[config.mk]
export PLATFORM = sky130hd
export DESIGN_NAME = cache_victim_sel_flat
export DESIGN_NICKNAME = d
export VERILOG_FILES = /design/src/rtl/cache_victim_sel_pkg.sv /design/src/rtl/cache_victim_sel_if.sv /design/src/rtl/cache_victim_sel_lfsr.sv /design/src/rtl/cache_victim_sel.sv /design/src/flat_wrapper.sv
export SDC_FILE = /design/constraint.sdc
export NUM_CORES = 1
export LEC_CHECK = 0
export CAP_MARGIN = 20
export CORE_UTILIZATION = 48
export DETAILED_ROUTE_END_ITERATION = 8
export PLACE_DENSITY = 0.87
export REMOVE_ABC_BUFFERS = 1
export SLEW_MARGIN = 15
export SYNTH_ARGS = -nofsm -noshare
export SYNTH_HDL_FRONTEND = slang
export SYNTH_SLANG_ARGS = --single-unit
[constraint.sdc]
create_clock -name clk -period 2.1 [get_ports clk]
set_input_delay 0.525 -clock clk [delete_from_list [all_inputs] [get_ports clk]]
set_output_delay 0.525 -clock clk [all_outputs]
set_load 0.005 [all_outputs]
[src/rtl/cache_victim_sel_pkg.sv]
// Shared cache package.
// Holds the associativity constants, the victim-selector FSM encoding, the
// default LFSR configuration and the lowest-set-bit priority function that
// the hit logic also uses.
package cache_victim_sel_pkg;

  localparam int CVS_WAYS       = 4;
  localparam int CVS_WAY_W      = $clog2(CVS_WAYS);
  localparam int CVS_MAX_WAYS   = 16;
  localparam int CVS_LFSR_WIDTH = 8;

  localparam logic [CVS_LFSR_WIDTH-1:0] CVS_LFSR_SEED = 8'h01;
  // Feedback taps for the 8-bit left-shifting LFSR: bits 7,5,4,1
  // (x^8 + x^6 + x^5 + x^2 + 1, maximal length).
  localparam logic [CVS_LFSR_WIDTH-1:0] CVS_LFSR_TAPS = 8'hB2;

  typedef enum logic [1:0] {
    IDLE  = 2'd0,
    PICK  = 2'd1,
    OFFER = 2'd2,
    HOLD  = 2'd3
  } state_t;

  // Index of the lowest set bit of v; returns 0 when v is all zero.
  function automatic logic [3:0] lowest_set_idx(input logic [CVS_MAX_WAYS-1:0] v);
    logic [3:0] idx;
    idx = '0;
    for (int i = CVS_MAX_WAYS - 1; i >= 0; i--) begin
      if (v[i]) idx = 4'(i);
    end
    return idx;
  endfunction

endpackage

[src/rtl/cache_victim_sel_if.sv]
// Request / victim bundle between the cache control FSM, the refill engine
// and the victim selector.
//
// Handshake rules: a request transfers on a rising edge where req_valid and
// req_ready are both high; the victim transfers on a rising edge where
// victim_valid and victim_ready are both high. A valid, once raised, stays
// high with stable payload until it transfers (or flush/reset abandons it).
// flush, refill_done are single-cycle level strobes sampled on clk.
//
// master: cache side (drives requests, accepts victims).
// slave : the victim selector.
// state is a debug view of the selector FSM.
interface cache_victim_sel_if
  import cache_victim_sel_pkg::*;
#(
  parameter int WAYS = CVS_WAYS
);
  localparam int WAY_W = $clog2(WAYS);

  logic             req_valid;
  logic             req_ready;
  logic [WAYS-1:0]  req_vbits;
  logic             flush;
  logic             victim_valid;
  logic             victim_ready;
  logic [WAY_W-1:0] victim_way;
  logic [WAYS-1:0]  victim_onehot;
  logic             victim_rand;
  logic             refill_done;
  logic             busy;
  state_t           state;

  modport master (
    output req_valid, req_vbits, flush, victim_ready, refill_done,
    input  req_ready, victim_valid, victim_way, victim_onehot, victim_rand,
           busy, state
  );

  modport slave (
    input  req_valid, req_vbits, flush, victim_ready, refill_done,
    output req_ready, victim_valid, victim_way, victim_onehot, victim_rand,
           busy, state
  );

endinterface

[src/rtl/cache_victim_sel_lfsr.sv]
// Fibonacci LFSR, shifting left with the feedback bit entering at bit 0.
// Ports:
//   clk   - clock
//   reset - asynchronous active-high reset, loads seed
//   en    - advance one step this cycle
//   out   - current LFSR value
module lfsr #(
  parameter int               WIDTH = 8,
  parameter logic [WIDTH-1:0] seed  = 8'h01,
  parameter logic [WIDTH-1:0] taps  = 8'hB2
) (
  input  logic             clk,
  input  logic             reset,
  input  logic             en,
  output logic [WIDTH-1:0] out
);

  always_ff @(posedge clk or posedge reset) begin
    if (reset) begin
      out <= seed;
    end else if (en) begin
      out <= {out[WIDTH-2:0], ^(out & taps)};
    end
  end

endmodule

[src/rtl/cache_victim_sel.sv]
// Victim-way selector for the set-associative cache.
// On a miss it captures the set's valid bits, picks the lowest invalid way or,
// when the set is full, a pseudo-random way from the internal LFSR, offers it
// to the refill engine and holds it until the refill completes.
// Ports:
//   clk   - clock, all state on rising edge
//   reset - asynchronous active-high reset
//   bus   - request/victim bundle (slave side), plus busy and debug state
module cache_victim_sel
  import cache_victim_sel_pkg::*;
#(
  parameter int                    WAYS       = CVS_WAYS,
  parameter int                    LFSR_WIDTH = CVS_LFSR_WIDTH,
  parameter logic [LFSR_WIDTH-1:0] SEED       = CVS_LFSR_SEED,
  parameter logic [LFSR_WIDTH-1:0] LFSR_TAPS  = CVS_LFSR_TAPS
) (
  input logic                clk,
  input logic                reset,
  cache_victim_sel_if.slave  bus
);

  localparam int WAY_W = $clog2(WAYS);

  state_t                  state_q;
  state_t                  state_d;
  logic [WAYS-1:0]         vbits_q;
  logic [WAY_W-1:0]        way_q;
  logic [WAYS-1:0]         onehot_q;
  logic                    rand_q;

  logic                    accept;
  logic                    load_victim;
  logic                    lfsr_en;
  logic [LFSR_WIDTH-1:0]   lfsr_out;
  logic                    all_valid;
  logic [CVS_MAX_WAYS-1:0] inv_bits;
  logic [3:0]              low_idx;
  logic [WAY_W-1:0]        pick_way;

  lfsr #(
    .WIDTH (LFSR_WIDTH),
    .seed  (SEED),
    .taps  (LFSR_TAPS)
  ) u_lfsr (
    .clk   (clk),
    .reset (reset),
    .en    (lfsr_en),
    .out   (lfsr_out)
  );

  // Invalid ways, widened to the priority function's fixed width.
  always_comb begin
    inv_bits           = '0;
    inv_bits[WAYS-1:0] = ~vbits_q;
  end

  assign all_valid = &vbits_q;
  assign low_idx   = lowest_set_idx(inv_bits);

  // WAYS is a power of two, so the modulo is just the low WAY_W LFSR bits.
  assign pick_way = all_valid ? WAY_W'(lfsr_out % LFSR_WIDTH'(WAYS))
                              : WAY_W'(low_idx);

  // req_ready is the only output with an input in its cone (flush).
  assign bus.req_ready    = (state_q == IDLE) && !bus.flush;
  assign accept           = bus.req_valid && bus.req_ready;
  assign bus.victim_valid = (state_q == OFFER);
  assign bus.busy         = (state_q != IDLE);
  assign bus.state        = state_q;
  assign bus.victim_way    = way_q;
  assign bus.victim_onehot = onehot_q;
  assign bus.victim_rand   = rand_q;

  always_comb begin
    state_d     = state_q;
    load_victim = 1'b0;
    lfsr_en     = 1'b0;
    if (bus.flush) begin
      // Abandon everything; in PICK this also suppresses the LFSR step.
      state_d = IDLE;
    end else begin
      case (state_q)
        IDLE:  if (bus.req_valid) state_d = PICK;
        PICK: begin
          state_d     = OFFER;
          load_victim = 1'b1;
          // Only random picks consume LFSR values.
          lfsr_en     = all_valid;
        end
        OFFER: if (bus.victim_ready) state_d = HOLD;
        HOLD:  if (bus.refill_done) state_d = IDLE;
        default: state_d = IDLE;
      endcase
    end
  end

  always_ff @(posedge clk or posedge reset) begin
    if (reset) begin
      state_q <= IDLE;
    end else begin
      state_q <= state_d;
    end
  end

  always_ff @(posedge clk or posedge reset) begin
    if (reset) begin
      vbits_q  <= '0;
      way_q    <= '0;
      onehot_q <= '0;
      rand_q   <= 1'b0;
    end else begin
      if (accept) begin
        vbits_q <= bus.req_vbits;
      end
      if (load_victim) begin
        way_q    <= pick_way;
        onehot_q <= WAYS'(1) << pick_way;
        rand_q   <= all_valid;
      end
    end
  end

endmodule

[src/flat_wrapper.sv]
// flat-port wrapper written by rule: the top's interface ports become plain ports
module cache_victim_sel_flat import cache_victim_sel_pkg::*;
#(
  parameter int                    WAYS       = CVS_WAYS,
  parameter int                    LFSR_WIDTH = CVS_LFSR_WIDTH,
  parameter logic [LFSR_WIDTH-1:0] SEED       = CVS_LFSR_SEED,
  parameter logic [LFSR_WIDTH-1:0] LFSR_TAPS  = CVS_LFSR_TAPS
)
  (clk, reset, bus_req_valid, bus_req_vbits, bus_flush, bus_victim_ready, bus_refill_done, bus_req_ready, bus_victim_valid, bus_victim_way, bus_victim_onehot, bus_victim_rand, bus_busy, bus_state);
  cache_victim_sel_if #(.WAYS(WAYS)) bus_i ();
  input logic clk;
  input logic reset;
  input wire logic [$bits(bus_i.req_valid)-1:0] bus_req_valid;
  input wire logic [$bits(bus_i.req_vbits)-1:0] bus_req_vbits;
  input wire logic [$bits(bus_i.flush)-1:0] bus_flush;
  input wire logic [$bits(bus_i.victim_ready)-1:0] bus_victim_ready;
  input wire logic [$bits(bus_i.refill_done)-1:0] bus_refill_done;
  output wire logic [$bits(bus_i.req_ready)-1:0] bus_req_ready;
  output wire logic [$bits(bus_i.victim_valid)-1:0] bus_victim_valid;
  output wire logic [$bits(bus_i.victim_way)-1:0] bus_victim_way;
  output wire logic [$bits(bus_i.victim_onehot)-1:0] bus_victim_onehot;
  output wire logic [$bits(bus_i.victim_rand)-1:0] bus_victim_rand;
  output wire logic [$bits(bus_i.busy)-1:0] bus_busy;
  output wire logic [$bits(bus_i.state)-1:0] bus_state;
  assign bus_i.req_valid = bus_req_valid;
  assign bus_i.req_vbits = bus_req_vbits;
  assign bus_i.flush = bus_flush;
  assign bus_i.victim_ready = bus_victim_ready;
  assign bus_i.refill_done = bus_refill_done;
  assign bus_req_ready = bus_i.req_ready;
  assign bus_victim_valid = bus_i.victim_valid;
  assign bus_victim_way = bus_i.victim_way;
  assign bus_victim_onehot = bus_i.victim_onehot;
  assign bus_victim_rand = bus_i.victim_rand;
  assign bus_busy = bus_i.busy;
  assign bus_state = bus_i.state;
  cache_victim_sel #(.WAYS(WAYS), .LFSR_WIDTH(LFSR_WIDTH), .SEED(SEED), .LFSR_TAPS(LFSR_TAPS)) u_core (.clk(clk), .reset(reset), .bus(bus_i));
endmodule
# [Yosys cells after proc, flatten, opt, wreduce, memory -nomap -nowiden]
# Index checks and enable logic that the tools add are counted.
[op_classes] mux=14 div_mod_pow=0 multipliers=0 reduce_logical=8 eq_ne=6 magnitude_cmp=0 n_bitwise=1 n_addsub=0 n_shift=1
[ops] cell="$mux 2" n=9
[ops] cell="$ne 3x3->1 const B" n=3
[ops] cell="$pmux 2 s4" n=1
[ops] cell="$reduce_xor 8->1" n=1
[ops] cell="$eq 2x2->1 const B" n=2
[ops] cell="$mux 1" n=4
[ops] cell="$not 4->4" n=1
[ops] cell="$reduce_and 4->1" n=1
[ops] cell="$shl 1x2->4 const A" n=1
[ops] cell="$reduce_and 3->1" n=1
[ops] cell="$eq 2x1->1 const B" n=1
[ops] cell="$logic_and 1x1->1" n=2
[ops] cell="$logic_not 2->1" n=1
[ops] cell="$reduce_bool 2->1" n=1
[ops] cell="$logic_not 1->1" n=1
[totals] wordCells=36 ramBits=0 mem_bits_ro=0 in_bits=10 out_inout_bits=12 latchBits=0 regBits=21 memories=0

# [Longest topological paths before layout]
[logic_depth] ltp_word=7 ltp_mapped=6 mapped_depth_nobuf=6

# [Modules after synthesis]
# From an unflattened synthesis, not the netlist that was laid out.
[hier_totals] hier_cells=84 area_unflattened_um2=988.4
[modules_own_cells] module="cache_victim_sel" seq_area_each_um2=325.3 cells_each=62 n_inst=1 area_each_um2=664.4
[modules_own_cells] module="lfsr" seq_area_each_um2=201.4 cells_each=22 n_inst=1 area_each_um2=324.1

# [Least setup slack after synthesis]
# OpenSTA, ideal clock, no wires.
[synth_timing] kind="reg2reg" start="reg u_core.state_q[1], in the netlist u_core.bus.state[1]" end="reg u_core.u_lfsr.out[1]" path_slack_ps=581 setup_ps=125 required_time_ps=1975 path_buffers=0 synth_period_minus_slack_ps=1519 arrival_time_ps=1394 stages_incl_launch_ff=6 cell_sequence="dfrtp_1 -> inv_1 -> ha_1 -> nand2b_1 -> nor3_4 -> mux2_2"
[synth_between] elab_chain_cells=3
[synth_lines] item="start: declaration" line_no="cache_victim_sel.sv:24" rtl="state_t state_q;"
[synth_lines] item="start signal: assignment" line_no="cache_victim_sel.sv:101" rtl="state_q <= state_d;"
[synth_lines] item="$eq 2x1->1" line_no="cache_victim_sel.sv:82" rtl="case (state_q)"
[synth_lines] item="$mux 1" line_no="cache_victim_sel.sv:82"
[synth_lines] item="$mux 1" line_no="cache_victim_sel.sv:78" rtl="if (bus.flush) begin"
[synth_lines] item="end signal: assignment" line_no="cache_victim_sel_lfsr.sv:22" rtl="out <= {out[WIDTH-2:0], ^(out & taps)};"
[synth_lines] item="end: declaration" line_no="cache_victim_sel_lfsr.sv:15" rtl="output logic [WIDTH-1:0] out"
# Every way passes these cells.
# A chain may end at the register's enable or synchronous reset.

# [Worst setup path after layout]
[layout_timing] start="reg u_core.state_q[1], in the netlist u_core.bus.state[1]" end="out bus_busy"
[layout_between] elab_chain_cells=1
[layout_lines] item="$reduce_bool 2->1" line_no="cache_victim_sel.sv:68" rtl="assign bus.busy = (state_q != IDLE);"
[layout_lines] item="end: declaration" line_no="flat_wrapper.sv:23" rtl="output wire logic [$bits(bus_i.busy)-1:0] bus_busy;"
# Every way passes these cells.

==> qor.yml <==
clock_tree:
  cts.sinks: 21
  htreeDepth: 1
  cts-buffers-inserted: 3
  cts-root-buf: "clkbuf_4"
  cts_max_path_buffers: 2
  ctsHoldBuffers: 0
  clk_pin_slew_ns: 0.11
  clk_latency_ns: 0.29
  cts_tree: "done"
finish:
  layout.nets: 127
  drive_above_1_share_pct: 23.2
  syn_to_final_growth_pct: 34.2
  num-fill-cells: 133
  final_cells: 137
  antenna_cells: 0
  fin_util_pct: 71.2
setup_path:
  crit_path_start_kind: "flip-flop"
  critical_path_required_ns: 1.57
  crit_fanout: 3
  worstPathCellList: "inv_1, ha_2, inv_1, clkdlybuf4s50_1"
  cp_data_arrival_time_ns: 1.53
  crit_type: "flip-flop to output pin"
  critPathSlowestCell: "clkdlybuf4s50_1"
  cp_common_cell: "inv_1"
  r2r_cells: 7
  r2r_slack_ns: 0.38
  reg2reg_from: "u_core.bus.state[0]$_DFFE_PP0P_"
  timing.rr.end: "u_core.bus.state[1]$_DFFE_PP0P_"
  max_stage_delay_ns: 0.51
  critical_path.endpoint_type: "output pin"
grt:
  antenna_found_initial: 0
  grt_max_degree: 15
  overflow: 0
  grt_usage_pct: 21.2
  grt_pass1_wl_mm: 3.15
  grt_pass1_vias: 695
timing:
  fin_ws_ns: 0.0498
  rsz0062_at_grt: "false"
  setup_tns_ns: 0
  slew-limit-headroom_pct: 73.7
  min_period_over_period_pct: 97.6
  slew_violations: 0
  worst_pin_slew_ns: 0.394
  setup_violations: 0
  min_period_ns: 2.05
  fmax_mhz: 488
  skew_ns: 0.000732
  hold_violations: 0
floorplanning:
  die_h_um: 46.6
  die_area_um2: 2170
  num_rows: 15
  coreArea_um2: 1800
  start_util_pct: 53.1
  die_w_um: 46.6
  io_pins: 22
power:
  p_per_area_nw_per_um2: 1170
  p_leak_nw: 0.631
  ir_drop_mv: 0.867
  finalPower_w: 0.00150
synthesis:
  synthTopCellsByCount: "dfrtp_1, mux2_2, inv_1"
  synth-compound-area-share_pct: 9.69
  ys_seq_area_share_pct: 55.1
  synth-main-ff-cell: "dfrtp_1"
  async_flop_share_pct: 100
  syn-cell-area_um2: 956
  syn_inst: 80
  yosysWarnings: 0
  synth_top_cell_by_area: "dfrtp_1"
  synth_most_common_cell: "dfrtp_1"
  synth_top_family_by_area: "multiplexers"
  synth.distinct_cells: 25
  synth.ff_latch_count: 21
  synthTopCellsByArea: "dfrtp_1, mux2_2, ha_1, inv_1, dfstp_2"
  avgSynthCellArea_um2: 11.9
  yosysTopAreaCellShare_pct: 52.4
  synth.area.mux_share_pct: 12.8
  synth_xor_area_share_pct: 2.75
  synthSimpleGateAreaFrac_pct: 10.9
  synthAdderAreaFrac_pct: 5.24
  synth_edf_count: 0
detailed_routing:
  post_drt_wl_per_cell_um: 13.5
  num_vias: 708
  ant_nets: 0
  drtIter0Drc: 10
  drc: 0
  vias_per_cell: 5.17
  routed_wl_mm: 1.84
  drt_pass1_iterations: 4
place:
  pre_cts_ws_ns: -0.0684
  place.gp.congestion: 0.801
  port_buffers: 21
  dp_cells: 130
  dpl.hpwl_mm: 1.42
min_path:
  hp-class: "input pin to asynchronous set/reset pin"
job:
  max_cap_violations: 0
run_status:
  outcome: "finished, final reports clean"
-- area by class of cell --
| cell class | instances | area [um^2] | area share [%] |
|---|---|---|---|
| clock buffers | 3 | 22.5 | 1.76 |
| clock inverters | 1 | 5.00 | 0.390 |
| inverters | 8 | 30.0 | 2.34 |
| multi-input cells | 50 | 398 | 31.0 |
| flip-flops and latches | 21 | 527 | 41.1 |
| well taps | 25 | 31.3 | 2.44 |
| repair buffers | 29 | 269 | 21.0 |
-- per-layer routing --
layer,track usage (%),vias to the layer above,part of all wire (%)
met2,35.6,16,51
li1,-,339,-
met5,0,-,0
met4,9.14,0,1.8
met3,3.14,4,2.8
met1,26.8,349,44
-- flip-flops by register name, indices dropped and copies added, names as in the netlist --
signal,cells
u_core.bus.state,2
u_core.bus.victim_onehot,4
u_core.bus.victim_rand,1
u_core.bus.victim_way,2
u_core.u_lfsr.out,8
u_core.vbits_q,4
-- cell usage in the layout, fill, tap and decap left out, types with 3 or more instances in the layout --
master | Yosys | routed
nand2_1 | 7 | 7
o21ai_0 | 5 | 5
ha_1 | 4 | 3
inv_1 | 8 | 8
mux2_2 | 10 | 10
clkdlybuf4s50_1 | 0 | 20
buf_4 | 0 | 8
dfrtp_1 | 20 | 20
clkbuf_4 | 0 | 3
nor2_1 | 3 | 3
-- logic make-up after synthesis --
group / Yosys count
compound gates: 13
xor+xnor: 3
fa+ha+maj: 4
buf+inv: 9
flops: 21
mux: 11
simple gates: 19
-- timing repair --
| item | in CTS | in global routing |
|---|---|---|
| buffers inserted | 2 | 1 |
| resized for setup | 2 | 0 |
| setup endpoints to repair | 2 | 1 |
-- power by group --
part	total [W]	switching (W)	internal [W]	leakage (nW)
registers	0.000667	0.000116	0.000552	0.273
clock network	0.000189	0.000118	0.0000708	0.0177
logic	0.000646	0.000265	0.000381	0.340
total	0.00150	0.000499	0.00100	0.631
-- metrics by stage --
stage | hold slack (ns) | cell area [um^2]
floorplan | 0.464 | 952
global placement | 0.462 | 1230
detailed placement | 0.469 | 1230
CTS | 0.464 | 1270
global route | 0.479 | 1280
finish | 0.458 | 1280
-- worst max path at each step --
stage / from / slack [ns] / end / cells after the start
after CTS: u_core.bus.state[0]$_DFFE_PP0P_ / 0.07 / bus_busy / 4
after global routing: u_core.bus.state[1]$_DFFE_PP0P_ / 0.004 / bus_victim_valid / 3
after detailed placement: bus_flush / -0.07 / bus_req_ready / 3
after floorplan: u_core.bus.state[1]$_DFFE_PP0P_ / 0.43 / u_core.u_lfsr.out[1]$_DFFE_PP0P_ / 5
final: u_core.bus.state[1]$_DFFE_PP0P_ / 0.05 / bus_busy / 4
after global placement: bus_flush / -0.01 / bus_req_ready / 3
-- critical path: cells and delay by family (launching register included) --
kind | cells | cell delay, ns
adder cells (fa/ha/maj) | 1 | 0.19
buffers and inverters | 3 | 0.67
flip-flops | 1 | 0.36
Note: power is estimated with default switching activity, not from simulation.
